[src/rtl/dispatch_pkg.sv]
// Shared definitions for the instruction dispatch controller: FSM state
// encoding, opcode values, executor unit indices and the opcode decoder.
package dispatch_pkg;

  localparam int NUM_UNITS = 4;
  localparam int IDX_W     = 2;

  typedef enum logic [2:0] {
    ST_IDLE   = 3'd0,
    ST_DECODE = 3'd1,
    ST_START  = 3'd2,
    ST_WAIT   = 3'd3,
    ST_FETCH  = 3'd4
  } state_e;

  localparam logic [3:0] OP_ALU   = 4'h0;
  localparam logic [3:0] OP_ALUI  = 4'h1;
  localparam logic [3:0] OP_MOVE  = 4'h2;
  localparam logic [3:0] OP_LOAD  = 4'h3;
  localparam logic [3:0] OP_STORE = 4'h4;

  localparam logic [IDX_W-1:0] U_ALU   = 2'd0;
  localparam logic [IDX_W-1:0] U_MOVE  = 2'd1;
  localparam logic [IDX_W-1:0] U_LOAD  = 2'd2;
  localparam logic [IDX_W-1:0] U_STORE = 2'd3;

  typedef struct packed {
    logic             legal;
    logic [IDX_W-1:0] idx;
  } dec_t;

  // Map an opcode to its executor; anything unlisted is undecodable.
  function automatic dec_t decode_op(input logic [3:0] op);
    dec_t d;
    d = '{legal: 1'b1, idx: U_ALU};
    case (op)
      OP_ALU, OP_ALUI: d.idx = U_ALU;
      OP_MOVE:         d.idx = U_MOVE;
      OP_LOAD:         d.idx = U_LOAD;
      OP_STORE:        d.idx = U_STORE;
      default:         d.legal = 1'b0;
    endcase
    return d;
  endfunction

endpackage

[src/rtl/dispatch_watchdog.sv]
// Saturating WAIT-cycle counter; flags expiry once TO_CYCLES-1 WAIT
// cycles have already elapsed, i.e. during the TO_CYCLES-th WAIT cycle.
module dispatch_watchdog #(
  parameter int TO_CYCLES = 63,
  parameter int CNT_W     = 6
) (
  input  logic clk,
  input  logic rst,
  input  logic clear,
  input  logic enable,
  output logic expired
);

  localparam logic [CNT_W-1:0] CNT_MAX = '1;
  localparam logic [CNT_W-1:0] EXP_VAL = CNT_W'(TO_CYCLES - 1);

  logic [CNT_W-1:0] cnt_q, cnt_d;

  // Clear on WAIT entry, count each WAIT cycle, hold at all-ones.
  always_comb begin
    cnt_d = cnt_q;
    if (clear)                          cnt_d = '0;
    else if (enable && cnt_q != CNT_MAX) cnt_d = cnt_q + 1'b1;
  end

  // Counter register.
  always_ff @(posedge clk) begin
    if (rst) cnt_q <= '0;
    else     cnt_q <= cnt_d;
  end

  assign expired = (cnt_q == EXP_VAL);

endmodule

[src/rtl/op_dispatch_ctrl.sv]
// Instruction dispatch controller: decodes the opcode, pulses the start of
// one executor, waits for its done, then requests the next instruction.
// Optional watchdog abort of the WAIT state: define OP_DISPATCH_TIMEOUT_EN.
module op_dispatch_ctrl
  import dispatch_pkg::*;
#(
  parameter int TO_CYCLES = 63,
  parameter int CNT_W     = 6
) (
  input  logic                 clk,
  input  logic                 rst,
  input  logic [15:0]          instruction,
  input  logic                 instr_valid,
  input  logic [NUM_UNITS-1:0] unit_done,
  output logic [NUM_UNITS-1:0] unit_start,
  output logic                 busy,
  output logic                 fetch_req,
  output logic                 illegal,
  output logic                 timeout
);

  // Reject configurations where the abort point cannot be reached.
  if (TO_CYCLES < 2 || TO_CYCLES > (1 << CNT_W) - 1) begin : g_bad_param
    $error("op_dispatch_ctrl: TO_CYCLES out of range for CNT_W");
  end

  state_e           state_q, state_d;
  logic [IDX_W-1:0] idx_q, idx_d;
  logic             illegal_q, illegal_d;
  logic             timeout_q, timeout_d;
  logic             wd_expired;
  dec_t             dec;
  logic             unused_instr;

  // Only the opcode field matters here.
  assign unused_instr = ^instruction[11:0];
  assign dec          = decode_op(instruction[15:12]);

`ifdef OP_DISPATCH_TIMEOUT_EN
  dispatch_watchdog #(
    .TO_CYCLES (TO_CYCLES),
    .CNT_W     (CNT_W)
  ) u_wd (
    .clk     (clk),
    .rst     (rst),
    .clear   (state_q == ST_START),
    .enable  (state_q == ST_WAIT),
    .expired (wd_expired)
  );
`else
  // No watchdog: WAIT is left only by the matching done.
  assign wd_expired = 1'b0;
`endif

  // Next-state logic; flags are set only on the edge entering FETCH so they
  // are high exactly for the FETCH cycle.
  always_comb begin
    state_d   = state_q;
    idx_d     = idx_q;
    illegal_d = 1'b0;
    timeout_d = 1'b0;
    case (state_q)
      ST_IDLE:   if (instr_valid) state_d = ST_DECODE;
      ST_DECODE: begin
        if (dec.legal) begin
          idx_d   = dec.idx;
          state_d = ST_START;
        end else begin
          illegal_d = 1'b1;
          state_d   = ST_FETCH;
        end
      end
      ST_START:  state_d = ST_WAIT;
      ST_WAIT: begin
        // Matching done wins over a coincident watchdog expiry.
        if (unit_done[idx_q]) begin
          state_d = ST_FETCH;
        end else if (wd_expired) begin
          timeout_d = 1'b1;
          state_d   = ST_FETCH;
        end
      end
      ST_FETCH:  state_d = ST_IDLE;
      default:   state_d = ST_IDLE;
    endcase
  end

  // State, latched unit index and one-cycle flags.
  always_ff @(posedge clk) begin
    if (rst) begin
      state_q   <= ST_IDLE;
      idx_q     <= '0;
      illegal_q <= 1'b0;
      timeout_q <= 1'b0;
    end else begin
      state_q   <= state_d;
      idx_q     <= idx_d;
      illegal_q <= illegal_d;
      timeout_q <= timeout_d;
    end
  end

  // Moore outputs from registered state and flags only.
  assign busy       = (state_q != ST_IDLE);
  assign fetch_req  = (state_q == ST_FETCH);
  assign unit_start = (state_q == ST_START) ? (NUM_UNITS'(1) << idx_q) : '0;
  assign illegal    = illegal_q;
  assign timeout    = timeout_q;

endmodule

[config.mk]
export PLATFORM = sky130hd
export DESIGN_NAME = op_dispatch_ctrl
export DESIGN_NICKNAME = d
export VERILOG_FILES = /design/src/rtl/dispatch_pkg.sv /design/src/rtl/dispatch_watchdog.sv /design/src/rtl/op_dispatch_ctrl.sv
export SDC_FILE = /design/constraint.sdc
export NUM_CORES = 1
export LEC_CHECK = 0
export ABC_AREA = 1
export BUFFER_PORTS_ARGS = -buffer_cell sky130_fd_sc_hd__buf_4
export CAP_MARGIN = 10
export CORE_AREA = 4 4 41 43
export CTS_BUF_LIST = sky130_fd_sc_hd__clkbuf_16
export DETAILED_ROUTE_END_ITERATION = 10
export DIE_AREA = 0 0 45 47
export GPL_ROUTABILITY_DRIVEN = 0
export GPL_TIMING_DRIVEN = 0
export PLACE_DENSITY = 0.71
export SLEW_MARGIN = 20
export SYNTH_ARGS = -nofsm -noshare
export SYNTH_HDL_FRONTEND = slang
export SYNTH_SLANG_ARGS = --single-unit
[constraint.sdc]
create_clock -name clk -period 0.9 [get_ports clk]
set_input_delay 0.135 -clock clk [delete_from_list [all_inputs] [get_ports clk]]
set_output_delay 0.135 -clock clk [all_outputs]
set_load 0.01 [all_outputs]
# --- Word-level counts from Yosys, hierarchy flattened ---
# Index checks and enable logic that the tools add are counted.
classes:
  magnitude_cmp: 1
  eq_ne: 10
  muxes: 10
  bitwise: 1
  shift: 1
  n_reduce_logical: 7
op_table:
  columns: ["op", "count"]
  rows:
  - ["$pmux 3 s4", 1]
  - ["$mux 3", 3]
  - ["$eq 4x2->1 const B", 2]
  - ["$eq 3x2->1 const B", 2]
  - ["$pmux 2 s3", 1]
  - ["$reduce_or 5->1", 1]
  - ["$eq 4x1->1 const B", 1]
  - ["$eq 4x3->1 const B", 1]
  - ["$logic_not 4->1", 1]
  - ["$mux 4", 1]
  - ["$ne 2x2->1 const B", 2]
  - ["$reduce_and 2->1", 2]
  - ["$shl 1x2->4 const A", 1]
  - ["$eq 3x1->1 const B", 1]
  - ["$eq 3x3->1 const B", 1]
  - ["$logic_not 3->1", 1]
  - ["$lt 2x3->1 const B", 1]
  - ["$mux 1", 3]
  - ["$reduce_bool 3->1", 1]
  - ["$bmux 1 s2", 1]
  - ["$reduce_or 2->1", 1]
  - ["$not 1->1", 1]
word_totals:
  ff_bits: 6
  in_bits: 23

# --- Longest topological paths before layout ---
# Gate-level depths: netlist of run 1.
logic_depth:
  ltp_word: 5
  mapped_depth: 7
  depth_no_buf: 7

# --- Worst setup path after synthesis of run 1 ---
# No wires, ideal clock.
synth_timing:
  path_kind: "flip-flop to flip-flop"
  startpoint: "register state_q[0]"
  endpoint: "register state_q[2]"
  synth_period_minus_slack_ns: 0.964
  stages_incl_launch_ff: 6
  path_slack_ns: -0.064
  t_required_ns: 0.790
  arrival_time_ns: 0.854
  setup_ns: 0.110
  path_cell_list: "dfxtp_1 nor2_1 nand2_1 or2_1 nand3_1 nor2_1"
synth_via:
  elab_chain_len: 3
  elab_cells_between_ends: 8
  cone_classes: "5 x eq/ne; 1 x mux; 2 x reduce/logical"
synth_rtl:
  columns: ["element", "line_no", "text"]
  rows:
  - ["from (decl)", "op_dispatch_ctrl.sv:27", "state_e state_q, state_d;"]
  - ["from (signal assigned)", "op_dispatch_ctrl.sv:96", "state_q <= state_d;"]
  - ["$eq 3x2->1 / $logic_not 3->1 (equally long branches)", "op_dispatch_ctrl.sv:62", "case (state_q)"]
  - ["$ne 2x2->1 (no line)", null, null]
  - ["$reduce_and 2->1 (no line)", null, null]
# Parallel ways exist; a longest one is shown, timed or not.
# A chain may end at the register's enable or synchronous reset.

# --- Worst setup path in the final report of run 1 ---
layout_timing:
  startpoint: "register state_q[2]"
  endpoint: "output unit_start[2]"
layout_via:
  elab_chain_len: 2
layout_rtl:
  columns: ["element", "line_no", "text"]
  rows:
  - ["$eq 3x2->1", "op_dispatch_ctrl.sv:106", "assign unit_start = (state_q == ST_START) ? (NUM_UNITS'(1) << idx_q) : '0;"]
  - ["$mux 4", "op_dispatch_ctrl.sv:106", null]
  - ["to (decl)", "op_dispatch_ctrl.sv:15", "output logic [NUM_UNITS-1:0] unit_start,"]
# No other way between the ends.

==> out/summary.log, run 1 <==
qor: drt.vias 515
qor: clocking.htree_num_levels 1
qor: setup_path.crit_path_max_fanout 5
qor: clocking.cts_buffer_depth 2
qor: floorplan.core 0.00130 mm²
qor: sta.min_period 1.17 ns
qor: setup_path.timing.critical_path.from_type flop
qor: grt.global_route_congestion_overflow_total 0
qor: final_layout.n_antenna_cell 0
qor: setup_path.cp.required 0.76 ns
qor: floorplan.die_area 0.00212 mm²
qor: grt.grt_start_max_net_pins 8
qor: sta.timing.final.setup_violations 12
qor: drt.routed-wl-met2 582 µm
qor: run_status.violations setup timing
qor: drt.met1Wirelength 491 µm
qor: drt.routed-wl-met3 60 µm
qor: drt.route.detailed.wl_per_inst 10.7 µm
qor: final_layout.mostFrequentLayoutCell buf_4
qor: logic_synthesis.synth.ff_latch_count 6
qor: logic_synthesis.synth-seq-area-share 28.6%
qor: drt.drtIter0Drc 11
qor: final_layout.multiInputGateArea 297 µm²
qor: sta.timing.final.hold_violations 0
qor: drt.post_drt_via_cell_ratio 4.77
qor: worst_hold_path.hold_path_startpoint rst
qor: final_layout.nets 118
qor: logic_synthesis.synthesis.nets 93
qor: final_layout.register_area 134 µm²
qor: sta.rsz0062_at_grt yes
qor: sta.pnr_worst_setup_slack -0.269 ns
qor: drt.drc 0
qor: sta.pins_over_their_slew_limit 0
qor: final_layout.area_growth_syn_to_layout 70.8%
qor: final_layout.layout.cells.most_common_list buf_4 (21), nand2_1 (17), nor2_1 (9)
qor: power.p_leak 0.000347 µW
qor: logic_synthesis.netlist_top_cells_area dfxtp_1 (29%), nand2_1 (17%), nand3_1 (9.5%), nor2_1 (8.9%), inv_1 (6.3%)
qor: clocking.clk_root_buffer_cell clkbuf_16
qor: final_layout.layoutNonFillerInstCount 108
qor: setup_path.worst-endpoint-arrival 1.03 ns
qor: final_layout.drive_above_1_share 47.3%
qor: worst_hold_path.holdCritPathClass in2reg
qor: floorplan.top_level_ports 31
qor: placed_design.place_hpwl 784 µm
qor: final_layout.fillers 132
qor: placed_design.buffer_ports.inserted 17
qor: run_status.run_status complete, but fails checks
qor: sta.final.setup.tns -2.01 ns
qor: drt.drt_pass1_iterations 4
qor: power.power_density 1700 mW/mm²
qor: logic_synthesis.post_synth.cell_area_avg 6.01 µm²
qor: logic_synthesis.synthesis.instances 70
qor: clocking.cts.sinks 6
qor: grt.first_global_vias 485
qor: setup_path.criticalPathCategory reg2out
qor: drt.final_antenna_net_count 0
qor: clocking.insertion_delay 0.23 ns
qor: logic_synthesis.synth_warnings 0
qor: drt.drt-total-wl 1.15 mm
qor: setup_path.worstSetupStartpoint state_q[2]
qor: floorplan.chipWidth 45 µm
qor: grt.grt_first_pass_wirelength 1.97 mm
qor: drt.highest_layer met4
qor: sta.timing.fmax 856 MHz
qor: placed_design.post-place-cells 102
qor: logic_synthesis.synth_area 420 µm²
qor: clocking.numCtsBuffers 3
qor: floorplan.fp-row-count 13
qor: sta.period_share 130%
qor: clocking.tritoncts yes
qor: setup_path.worst_setup_path_end_kind output port
qor: floorplan.initial_cell_density_of_the_core 32.3%
qor: logic_synthesis.post-synth-top-area-fraction 28.6%
qor: logic_synthesis.synth.lib_cells_used.distinct 17
qor: grt.groute.usage.overall 12.9%
qor: setup_path.critical_path.reg2reg.startpoint state_q[2]
qor: clocking.clock_slew_at_reported_path_ffs 0.03 ns
qor: clocking.postCtsHoldBufs 0
qor: sta.worst_hold_slack 0.111 ns
qor: logic_synthesis.post-synth-top-area-cell dfxtp_1
qor: power.irDropWorstVdd 1.01 mV
qor: sta.final.setup_skew 0.00159 ns
qor: grt.grt_antenna_before_repair 0
qor: run.max-cap-violations 0
qor: floorplan.floorplan.die.height 47 µm
-- registers in the layout, summed over array words and instances (netlist names) --
signal	count
illegal	1
state_q	3
idx_q	2
-- layer usage --
| metal | vias to the layer above | global-route usage (%) |
|---|---|---|
| met5 | - | 0 |
| met4 | 0 | 8.77 |
| met3 | 4 | 3.07 |
| met2 | 11 | 20.6 |
| met1 | 228 | 15.3 |
| li1 | 272 | - |
-- report_power, final --
part / leakage (µW) / total, µW / internal (µW) / switching, µW
Clock: 0.0000370 / 707 / 569 / 138
Combinational: 0.000258 / 208 / 103 / 105
Sequential: 0.0000520 / 303 / 279 / 23.5
-- worst max-delay path: stages (launching register included) --
cell and delay, ns:
dfxtp_2 0.32, nor2_4 0.13, nand2_4 0.09, nor3_2 0.12, buf_4 0.14
-- final timing paths --
path	slack, ns	to	depth (start not counted)
worst max register to register	-0.16	state_q[2]	6
worst min-delay path	0.11	state_q[0]	2
worst min register to register	0.54	idx_q[1]	2
worst max-delay path	-0.27	unit_start[2]	4
-- synthesized netlist by cell type, drive strengths merged --
cell and number:
buf 1, nor2 12, nor3 5, a21oi 2
dfxtp 6, o211ai 1, nand3 9, conb 1
nand4 2, inv 9, or2 2, nand2 20
-- area by class of cell --
cell class / count / area share (%)
plain buffers: 1 / 1.05
clock buffers: 3 / 10.5
inverters: 9 / 5.05
multi-input cells: 54 / 41.3
flip-flops and latches: 6 / 18.6
well taps: 15 / 2.61
repair buffers: 20 / 20.9
-- metrics by stage --
step | setup WS, ns | total power (µW) | cell area (µm²) | utilization, %
floorplan | -0.0605 | 404 | 424 | -
global placement | -0.160 | 478 | 571 | 43.8
detailed placement | -0.159 | 481 | 571 | 43.8
CTS | -0.244 | 1210 | 693 | 53.3
global route | -0.318 | 1270 | 718 | 55.2
finish | -0.269 | 1220 | 718 | 55.2
-- what timing repair did --
action                     4_1_cts  5_1_grt
hold endpoints to repair         0        0
setup endpoints to repair       12       12
buffers inserted                 0        3
resized for setup               16        1
pin swaps                        1        0
-- logic make-up (layout without fill, tap and decap cells) --
family	Yosys count	count (layout)	synth area share [%]
flip-flops	6	6	28.6
other	1	1	0.892
buffers and inverters	10	33	9.82
AND/OR/NAND/NOR	50	50	56.6
AO/OA/AOI/OAI	3	3	4.17
Power figures use the tool's default switching activity.
==> inputs of run 2 (changes only) <==
==> constraint.sdc (replaced) <==
create_clock -name clk -period 0.9 [get_ports clk]
set_input_delay 0.18 -clock clk [delete_from_list [all_inputs] [get_ports clk]]
set_output_delay 0.18 -clock clk [all_outputs]
set_load 0.01 [all_outputs]
==> out/summary.log, run 2 (synthesis results as in run 1) <==
qor: drt.drc 0 [unchanged]
qor: sta.timing.fmax 826 MHz [-3.5%]
qor: drt.drt_pass1_iterations 4 [unchanged]
qor: power.total_power 1260 µW [+3.2%]
qor: clocking.numCtsBuffers 3 [unchanged]
qor: clocking.cts.sinks 6 [unchanged]
qor: final_layout.regMostFlops state_q
qor: setup_path.timing.critical_path.from_type flop
qor: clocking.cts_buffer_depth 2 [unchanged]
qor: floorplan.die_area 0.00212 mm² [unchanged]
qor: final_layout.fillers 115 [-13%]
qor: grt.grt_start_max_net_pins 8 [unchanged]
qor: run_status.run_status complete, but fails checks
qor: power.netSwitchingPower 288 µW [+7.8%]
qor: final_layout.layout.cells.most_common_list buf_4 (21), nand2_1 (16), nor2_1 (8)
qor: setup_path.crit_path_max_fanout 3 [-2]
qor: final_layout.layoutNonFillerInstCount 111 [+2.8%]
qor: clocking.clock_slew_at_reported_path_ffs 0.03 ns [about the same]
qor: sta.pnr_worst_setup_slack -0.311 ns [-0.0425 ns]
qor: run_status.violations setup timing
qor: drt.routed-wl-met3 72 µm [+20%]
qor: setup_path.worst_setup_path_end_kind output port
qor: drt.routed-wl-met2 597 µm [+2.6%]
qor: placed_design.place_hpwl 807 µm [+3.0%]
qor: clocking.postCtsHoldBufs 0 [unchanged]
qor: worst_hold_path.worstHoldPathCells 2 [unchanged]
qor: floorplan.fp-row-count 13 [unchanged]
qor: placed_design.post-place-cells 102 [unchanged]
qor: power.p_sw_share 22.9% [+0.99 points]
qor: final_layout.nets 121 [+2.5%]
qor: final_layout.area_growth_syn_to_layout 88.1%
qor: worst_hold_path.holdCritPathClass in2reg
qor: power.p_int 969 µW [+1.9%]
qor: power.power.combinational.fraction 19.2% [+2.1 points]
qor: drt.post_drt_via_cell_ratio 4.71 [-1.2%]
qor: grt.groute.usage.overall 11.6% [-1.4 points]
qor: floorplan.initial_cell_density_of_the_core 32.3% [unchanged]
qor: grt.grt_antenna_before_repair 0 [unchanged]
qor: drt.final_antenna_net_count 0 [unchanged]
qor: run.max-cap-violations 0 [unchanged]
qor: floorplan.core 0.00130 mm² [unchanged]
qor: final_layout.largest_reg_flops 3 [unchanged]
qor: grt.first_global_vias 463 [-4.5%]
qor: sta.final.setup.tns -2.76 ns [-0.750 ns]
qor: power.power_density 1590 mW/mm² [-6.3%]
qor: setup_path.timing.reg2reg.worst_path_depth 8 [+2]
qor: grt.grt_first_pass_wirelength 1.77 mm [-10%]
qor: power.p_leak 0.000363 µW [+4.6%]
qor: sta.rsz0062_at_grt yes
qor: drt.route.detailed.wl_per_inst 10.5 µm [-1.4%]
qor: sta.pins_over_their_slew_limit 0 [unchanged]
qor: final_layout.mostFrequentLayoutCell buf_4
qor: clocking.clk_root_buffer_cell clkbuf_16
qor: final_layout.drive_above_1_share 54.2% [+6.9 points]
qor: setup_path.worst-endpoint-arrival 1.03 ns [about the same]
qor: placed_design.buffer_ports.inserted 17 [unchanged]
qor: clocking.htree_num_levels 1 [unchanged]
qor: drt.highest_layer met4
qor: drt.vias 523 [+1.6%]
qor: sta.min_period 1.21 ns [+0.0425 ns]
qor: sta.period_share 135% [+4.7 points]
qor: sta.timing.final.hold_violations 0 [unchanged]
qor: drt.met1Wirelength 477 µm [-2.9%]
qor: setup_path.criticalPathCategory reg2out
qor: clocking.insertion_delay 0.23 ns [about the same]
qor: floorplan.top_level_ports 31 [unchanged]
qor: clocking.tritoncts yes
qor: grt.global_route_congestion_overflow_total 0 [unchanged]
qor: sta.timing.final.setup_violations 12 [unchanged]
qor: floorplan.floorplan.die.height 47 µm [unchanged]
qor: final_layout.n_antenna_cell 0 [unchanged]
qor: drt.drt-total-wl 1.17 mm [+1.3%]
qor: power.irDropWorstVdd 1.16 mV [+15%]
qor: power.p_clk_share 56.7% [-1.3 points]
qor: setup_path.cp.required 0.72 ns [-0.04 ns]
qor: sta.final.setup_skew 0.00195 ns [+0.000357 ns]
qor: floorplan.chipWidth 45 µm [unchanged]
qor: power.power_frac_seq 24.1% [-0.8 points]
qor: drt.drtIter0Drc 9 [-2]
run 2: routing by layer:
| metal | up-vias | GRT usage, % |
|---|---|---|
| met1 | 228 | 13.2 |
| li1 | 278 | - |
| met2 | 15 | 19.8 |
| met5 | - | 0 |
| met4 | 0 | 7.02 |
| met3 | 2 | 2.30 |
run 2: repair_timing:
action,CTS,global route
buffers inserted,4,2
endpoints found under the setup margin,12,12
gates resized for setup,13,4
pin swaps,10,3
hold endpoints to repair,0,0
run 2: power groups by stage:
| stage | clock [µW] | combinational [µW] | sequential [µW] |
|---|---|---|---|
| floorplan | 0 | 114 | 309 |
| global placement | 0 | 186 | 311 |
| detailed placement | 0 | 189 | 312 |
| CTS | 722 | 222 | 301 |
| global route | 730 | 269 | 305 |
| finish | 713 | 242 | 303 |
run 2: per-stage QoR:
step	hold WS [ns]	setup slack, ns	util [%]	area (µm²)
2_1_floorplan	0.242	-0.0413	-	464
4_1_cts	0.148	-0.311	58.4	759
6_report	0.156	-0.311	60.8	791
5_1_grt	0.170	-0.348	60.8	791
3_5_place_dp	0.389	-0.173	46.9	611
3_3_place_gp	0.388	-0.163	46.9	611
run 2: critical path: stages, from the launching register on:
cell and delay (ns):
dfxtp_4 0.35, buf_4 0.15, nor3_4 0.18, buf_6 0.12
run 2: final timing paths:
check	start	endpoint	slack [ns]
worst max-delay path	state_q[0]	fetch_req	-0.31
worst min-delay path	rst	state_q[0]	0.16
worst max register to register	state_q[2]	state_q[2]	-0.25
worst min register to register	idx_q[1]	idx_q[1]	0.56
run 2: layout make-up:
cell class	instances	area [µm²]	share of cell area [%]
multi-input combinational	54	333	42.1
inverter	9	36.3	4.59
buffer	1	7.51	0.949
tap	15	18.8	2.37
sequential	6	136	17.2
clock buffer	3	75.1	9.49
timing repair buffer	23	184	23.3
